[src/rtl/toy_mem_if.sv]
// CPU data bus between the toy CPU (master) and toy_mem (slave).
// Reads are combinational; writes are captured by the slave on its clock.
interface toy_mem_if;
  logic [3:0] addr;
  logic [7:0] data_in;
  logic       we;
  logic [7:0] data_out;

  modport master (
    output addr,
    output data_in,
    output we,
    input  data_out
  );

  modport slave (
    input  addr,
    input  data_in,
    input  we,
    output data_out
  );
endinterface

[src/rtl/toy_mem.sv]
// 16x8 data memory for the toy CPU with a 128-bit scan chain threaded through every bit.
// Define TOY_MEM_RST_CLEAR_EN to have rst also clear the array to zero.
module toy_mem (
  input  logic      clk,
  input  logic      rst,
  input  logic      scan_en,
  input  logic      scan_in,
  output logic      scan_out,
  output logic      scan_done,
  toy_mem_if.slave  bus
);

  localparam int unsigned Depth = 16;

  logic [7:0] mem_q [Depth];
  logic [6:0] scan_cnt_q, scan_cnt_d;
  logic       scan_done_q, scan_done_d;

  assign bus.data_out = mem_q[bus.addr];
  assign scan_out     = mem_q[Depth-1][7];
  assign scan_done    = scan_done_q;

  // Chain runs mem[0] LSB -> mem[0] MSB -> mem[1] LSB ... -> mem[15] MSB -> scan_out.
  always_ff @(posedge clk) begin
    if (rst) begin
`ifdef TOY_MEM_RST_CLEAR_EN
      for (int i = 0; i < Depth; i++) begin
        mem_q[i] <= '0;
      end
`endif
    end else if (scan_en) begin
      mem_q[0] <= {mem_q[0][6:0], scan_in};
      for (int i = 1; i < Depth; i++) begin
        mem_q[i] <= {mem_q[i][6:0], mem_q[i-1][7]};
      end
    end else if (bus.we) begin
      mem_q[bus.addr] <= bus.data_in;
    end
  end

  always_comb begin
    scan_cnt_d  = '0;
    scan_done_d = 1'b0;
    if (!rst && scan_en) begin
      scan_cnt_d  = scan_cnt_q + 7'd1;
      scan_done_d = (scan_cnt_q == 7'd127);
    end
  end

  always_ff @(posedge clk) begin
    scan_cnt_q  <= scan_cnt_d;
    scan_done_q <= scan_done_d;
  end

endmodule

[src/flat_wrapper.sv]
// flat-port wrapper written by rule: the top's interface ports become plain ports
module toy_mem_flat 
  (clk, rst, scan_en, scan_in, scan_out, scan_done, bus_addr, bus_data_in, bus_we, bus_data_out);
  toy_mem_if bus_i ();
  input  logic clk;
  input  logic rst;
  input  logic scan_en;
  input  logic scan_in;
  output logic scan_out;
  output logic scan_done;
  input wire logic [$bits(bus_i.addr)-1:0] bus_addr;
  input wire logic [$bits(bus_i.data_in)-1:0] bus_data_in;
  input wire logic [$bits(bus_i.we)-1:0] bus_we;
  output wire logic [$bits(bus_i.data_out)-1:0] bus_data_out;
  assign bus_i.addr = bus_addr;
  assign bus_i.data_in = bus_data_in;
  assign bus_i.we = bus_we;
  assign bus_data_out = bus_i.data_out;
  toy_mem u_core (.clk(clk), .rst(rst), .scan_en(scan_en), .scan_in(scan_in), .scan_out(scan_out), .scan_done(scan_done), .bus(bus_i));
endmodule
[config.mk]
export PLATFORM = sky130hd
export DESIGN_NAME = toy_mem_flat
export DESIGN_NICKNAME = d
export VERILOG_FILES = /design/src/rtl/toy_mem_if.sv /design/src/rtl/toy_mem.sv /design/src/flat_wrapper.sv
export SDC_FILE = /design/constraint.sdc
export NUM_CORES = 1
export LEC_CHECK = 0
export ABC_CLOCK_PERIOD_IN_PS = 1900
export CORE_UTILIZATION = 57
export CTS_BUF_LIST = sky130_fd_sc_hd__clkbuf_2
export CTS_CLUSTER_SIZE = 20
export DETAILED_ROUTE_END_ITERATION = 16
export GPL_TIMING_DRIVEN = 0
export PLACE_DENSITY = 0.78
export SLEW_MARGIN = 5
export SYNTH_ARGS = -nofsm -noshare
export SYNTH_HDL_FRONTEND = slang
export SYNTH_SLANG_ARGS = --single-unit
[constraint.sdc]
create_clock -name clk -period 1.9 [get_ports clk]
set_input_delay 0.19 -clock clk [delete_from_list [all_inputs] [get_ports clk]]
set_output_delay 0.19 -clock clk [all_outputs]
set_load 0.01 [all_outputs]
==> results.yml, run 1 <==
status:
  status: "finished, violations left"
  violations: "DRC, setup timing"
worst_hold_path:
  hold_path.class: "in -> reg"
route:
  drtIter0Drc: 405
  viasPerCell: 6.59
  drt-wirelength-per-cell_microns: 25.7
  route.vias.total: 4093
  drt_drc_violations_left: 2
  drtPass1Iterations: 11
  drt_wl_total_microns: 16000
  antenna_left: 0
place:
  hpwlAfterDp_microns: 11500
  port_buffers: 22
  placed_area_sq_um: 7300
  dp_cells: 578
  gp_congestion: 0.914
worst_setup_path:
  path_max_fanout: 2
  crit_chain: "mux4_2 -> a22oi_2 -> nand2_1 -> buf_2"
  slowest_stage: "mux4_2"
  critPathMaxStageDelay_ps: 510
  cp.required_ps: 1710
  worstSetupEndpointType: "output pin"
  arrival_ps: 2170
  crit_family: "multiplexers"
  worst_setup_path_start_kind: "flip-flop"
  crit_buf_inv: 1
  reg2reg_slack_ps: 630
  critPathKind: "reg -> out"
clocking:
  clk_pin_slew_ps: 180
  clkLatencyLatePin_ps: 700
  clock_path_buffers: 2
  cts_tree: "built"
  cts_max_level: 4
  root_buffer: "clkbuf_2"
  clock-sinks: 136
  cts_hold_buffers: 0
  cts_buffers: 17
sta:
  rsz0062_at_grt: "true"
  fmax_ghz: 0.425
  finalHoldViolations: 0
  setup_violations: 8
  worstMarginPinSlew_ps: 765
  final.min_clock_period_ps: 2360
  fin_crit_sh_pct: 124
  layout_setup_ws_ps: -456
  clock-skew-final_ps: 32.3
  final_max_slew_viol_count: 0
  slew_headroom_pct: 49.0
synthesis:
  synth_area_sq_um: 6870
  syn_avg_cell_area_sq_um: 16.6
  synth_ff_type: "edfxtp_1"
  synth_warnings: 0
  synthArstFlopShare_pct: 0
  ys_seq_area_share_pct: 58.3
  synth.area.top_cells: "edfxtp_1, mux2_2, mux4_2"
  synth_top_area_share_pct: 55.9
  synthDistinctLibCells: 32
  synth.most_common_cell: "edfxtp_1"
  yosysTopAreaCell: "edfxtp_1"
  synth_cells: 413
  ys_seq_elements: 136
  synth_nets: 431
  synth_edf_count: 128
  yosys-top-cells-count: "edfxtp_1, mux2_2, mux4_2"
grt:
  grt_pass1_wl_microns: 24800
  grt_overflow: 0
  grt_antenna_before_repair: 0
  grt_max_degree: 17
  grt_use_total_pct: 27.8
  grt_pass1_vias: 4189
final_layout:
  area_delta_synth_final_pct: 11.5
  layout.nets: 483
  antenna_cells_inserted: 0
  fin_cells: 621
  drive_above_1_share_pct: 49.8
  fin_area_sq_um: 7660
floorplan:
  die_w_microns: 112
  rows: 39
  start_util_pct: 59.4
  ios: 27
  die_y_microns: 112
  die-area_sq_um: 12500
  core_sq_um: 11600
job:
  maxCapViolCount: 0
power_and_ir_drop:
  cellLeakagePower_nw: 2.59
  ir_drop_mv: 0.451
  power_density_nw_per_um2: 759
power breakdown:
part	total (mW)	switching (mW)	internal [mW]
clock	1.71	0.986	0.724
sequential	3.47	0.0645	3.41
combinational	0.633	0.352	0.281
total	5.82	1.40	4.42
cell type report:
type                    count  area (sq um)
plain buffers              27           128
clock buffers              20           100
clock inverters            12           133
fillers                   834          3900
inverters                   2          7.51
multi-input cells         248          2850
flip-flops and latches    136          4000
well taps                 143           179
repair buffers             33           265
state kept, by name, indices dropped and copies added, names as in the netlist:
signal             cells
u_core.mem_q         128
u_core.scan_cnt_q      7
u_core.scan_done       1
final timing paths:
| path | start | end | cells after the start |
|---|---|---|---|
| max reg2reg | u_core.scan_cnt_q[0]$_SDFF_PN0_ | u_core.scan_cnt_q[6]$_SDFF_PN0_ | 4 |
| max | u_core.mem_q[8][4]$_DFFE_PP_ | bus_data_out[4] | 4 |
| min reg2reg | u_core.scan_cnt_q[0]$_SDFF_PN0_ | u_core.scan_cnt_q[0]$_SDFF_PN0_ | 1 |
| min | scan_in | u_core.mem_q[0][0]$_DFFE_PP_ | 2 |
worst register-to-register path, delay by kind of cell, from the launching register on:
kind            cells  cell delay [ps]
fa+ha+maj           1              220
flops               1              390
compound gates      1              140
simple gates        2              460
layer usage:
metal | vias to the layer above | GRT usage [%] | routed length (microns)
met1 | 2095 | 37.5 | 6490
met5 | - | 0 | 0
met3 | 27 | 8.93 | 1450
li1 | 1773 | - | -
met4 | 0 | 10.8 | 494
met2 | 198 | 42.0 | 7560
what timing repair did:
item	in CTS	in global routing
cloned	0	0
resized for setup	44	9
pin swaps	15	1
buffers inserted	6	5
setup endpoints to repair	104	94
logic make-up (layout without fill, tap and decap cells):
group | after synthesis | in the layout | synth area share (%)
muxes | 160 | 160 | 31.5
DFF | 136 | 136 | 58.3
and+or+nand+nor | 64 | 64 | 5.88
buffers and inverters | 29 | 94 | 1.78
AOI/OAI and AO/OA | 20 | 20 | 2.04
xor gates and xnor gates | 3 | 3 | 0.382
adders and majority gates | 1 | 1 | 0.182
layout by cell type, fill, tap and decap left out, drive strengths merged, types with 3 or more instances in the layout:
cell type	count
mux2	128
nor4	3
clkdlybuf4s50	13
clkinv	9
dfxtp	8
a22oi	16
bufinv	3
clkbuf	39
nand3	11
nand2b	11
nor2	6
nor3	6
nand2	18
edfxtp	128
buf	27
mux4	32
stage by stage:
stage	util, %	total power, mW	worst slack, ps	hold slack, ps	setup TNS [ps]
after floorplan	-	3.90	-71.4	410	-625
after global placement	63.1	4.13	-1030	430	-167710
after detailed placement	63.1	4.15	-1080	450	-180520
after CTS	65.6	5.83	-481	147	-3510
after global routing	66.3	6.01	-562	135	-4510
final	66.3	5.82	-456	186	-3350
Note: power is estimated with default switching activity, not from simulation.
==> inputs of run 2 (changes only) <==
CELL_PAD_IN_SITES_DETAIL_PLACEMENT = 1   (was not set)
CELL_PAD_IN_SITES_GLOBAL_PLACEMENT = 1   (was not set)
CORE_MARGIN = 4   (was not set)
CORE_UTILIZATION = 49   (was 57)
PLACE_DENSITY = not set   (was 0.78)
PLACE_DENSITY_LB_ADDON = 0.1   (was not set)
SKIP_CTS_REPAIR_TIMING = 1   (was not set)
==> run 2 against run 1 <==
Net effect:
- the run ends with setup timing left
- clock skew is 13 ps lower
- critical path type unchanged
- worst setup slack worse by 39 ps
- non-clock buffer count is 6 lower
- critical path depth stayed put
- routed wire length is 13% higher
- clock power is 3% higher
- global-route usage is 4.3 points lower
==> results.yml, run 2 (same netlist as run 1, synthesis figures left out) <==
clocking:
  clkLatencyLatePin_ps: 710
  cts_buffers: 17
  clk_pin_slew_ps: 190
  cts_tree: "built"
  cts_max_level: 4
  clock_path_buffers: 2
  root_buffer: "clkbuf_2"
  clock-sinks: 136
sta:
  final.min_clock_period_ps: 2390
  layout_setup_ws_ps: -495
  rsz0062_at_grt: "true"
  fmax_ghz: 0.418
  finalHoldViolations: 0
  clock-skew-final_ps: 19.7
  setup_violations: 24
  slew_headroom_pct: 33.0
  fin_crit_sh_pct: 126
  final_max_slew_viol_count: 0
  worstMarginPinSlew_ps: 996
worst_hold_path:
  hold_path.class: "in -> reg"
  holdCritStartpoint: "scan_in"
power_and_ir_drop:
  combPwrFrac_pct: 11.1
  intPower_mw: 4.39
  pwr-share-clk_pct: 29.9
  p_seq_share_pct: 59.1
  power_density_nw_per_um2: 768
  ir_drop_mv: 0.357
  p_total_mw: 5.88
  swShare_pct: 25.3
  p_sw_mw: 1.49
  cellLeakagePower_nw: 2.57
final_layout:
  layout.nets: 477
  final_common_cell: "edfxtp_1"
  fillers: 1278
  drive_above_1_share_pct: 49.8
  antenna_cells_inserted: 0
  layout_common_cells: "edfxtp_1, mux2_2, mux4_2"
  largest_reg_flops: 128
  area_delta_synth_final_pct: 11.5
  regMostFlops: "u_core.mem_q"
  fin_area_sq_um: 7660
floorplan:
  die_w_microns: 126
  rows: 43
  core_sq_um: 13800
  die_y_microns: 126
  start_util_pct: 49.7
  ios: 27
  die-area_sq_um: 16000
worst_setup_path:
  r2r-start: "u_core.scan_cnt_q[0]$_SDFF_PN0_"
  startpoint: "u_core.mem_q[11][3]$_DFFE_PP_"
  slowest_stage: "mux4_2"
  critPathKind: "reg -> out"
  critPathMaxStageDelay_ps: 520
  worstSetupEndpointType: "output pin"
  crit_chain: "mux4_2 -> a22oi_2 -> nand2_1 -> clkbuf_2"
  worst_setup_path_start_kind: "flip-flop"
  cp.required_ps: 1710
  arrival_ps: 2200
  path_max_fanout: 2
route:
  route.vias.total: 4075
  drtIter0Drc: 383
  drt_drc_violations_left: 0
  drtPass1Iterations: 4
  antenna_left: 0
  viasPerCell: 6.25
  drt-wirelength-per-cell_microns: 27.7
  drt_wl_total_microns: 18100
grt:
  grt_antenna_before_repair: 0
  grt_overflow: 0
  grt_pass1_wl_microns: 27200
  grt_pass1_vias: 4270
  grt_max_degree: 17
  grt_use_total_pct: 23.4
place:
  port_buffers: 22
  placed_area_sq_um: 7340
  hpwlAfterDp_microns: 12800
  gp_congestion: 0.830
status:
  violations: "setup timing"
  status: "finished, violations left"
job:
  maxCapViolCount: 0
==> run 2: cell types whose count changed in the layout (fill, tap and decap cells not counted), sizes merged <==
cell	change
buf	-14
clkbuf	+6
clkinv	+2
clkdlybuf4s50	-1
dlymetal6s2s	+1
==> run 2: layout make-up <==
cell class	count	area (sq um)	share of cell area [%]
Clock buffer	18	90.1	1.18
Timing Repair Buffer	27	229	2.99
Multi-Input combinational cell	248	2840	37.1
Tap cell	180	225	2.94
Buffer	27	128	1.67
Sequential cell	136	4000	52.2
Inverter	2	7.51	0.0979
Clock inverter	14	138	1.80
==> run 2: power groups by stage <==
stage,clock network (mW),registers [mW],logic (mW)
floorplan,0,3.51,0.391
detailed placement,0,3.54,0.634
CTS,1.78,3.48,0.637
finish,1.76,3.48,0.651
global route,1.94,3.49,0.691
global placement,0,3.54,0.619
==> run 2: worst paths after layout <==
kind                                                        end  slack [ps]  cells past startpoint
worst max register to register  u_core.scan_cnt_q[6]$_SDFF_PN0_         590                      4
worst max-delay path                            bus_data_out[3]        -490                      4
worst min-delay path               u_core.mem_q[0][0]$_DFFE_PP_         150                      2
worst min register to register      u_core.scan_done$_SDFF_PN0_         460                      2
==> run 2: worst max-delay path: cells and delay by family, from the launching register on <==
| family | cells | cell delay [ps] |
|---|---|---|
| simple gates | 1 | 90 |
| mux | 1 | 520 |
| compound gates | 1 | 290 |
| flops | 1 | 440 |
| buf+inv | 1 | 140 |
==> run 2: stage by stage <==
stage | setup WS, ps | utilization [%] | hold slack (ps) | cells | TNS [ps]
2_1_floorplan | -71.4 | - | 410 | 413 | -625
3_3_place_gp | -1190 | 53.1 | 429 | 615 | -193240
3_5_place_dp | -1260 | 53.1 | 449 | 615 | -208950
4_1_cts | -1050 | 54.7 | 90.5 | 647 | -36560
5_1_grt | -619 | 55.4 | 91.1 | 652 | -6580
6_report | -495 | 55.4 | 146 | 652 | -4790
==> run 2: metal layers <==
layer	share of wire, %	vias to the layer above	global-route usage, %
li1	-	1770	-
met1	44	2122	33.6
met2	47	159	35.3
met3	6.2	24	5.31
met4	2.4	0	8.58
met5	0	-	0
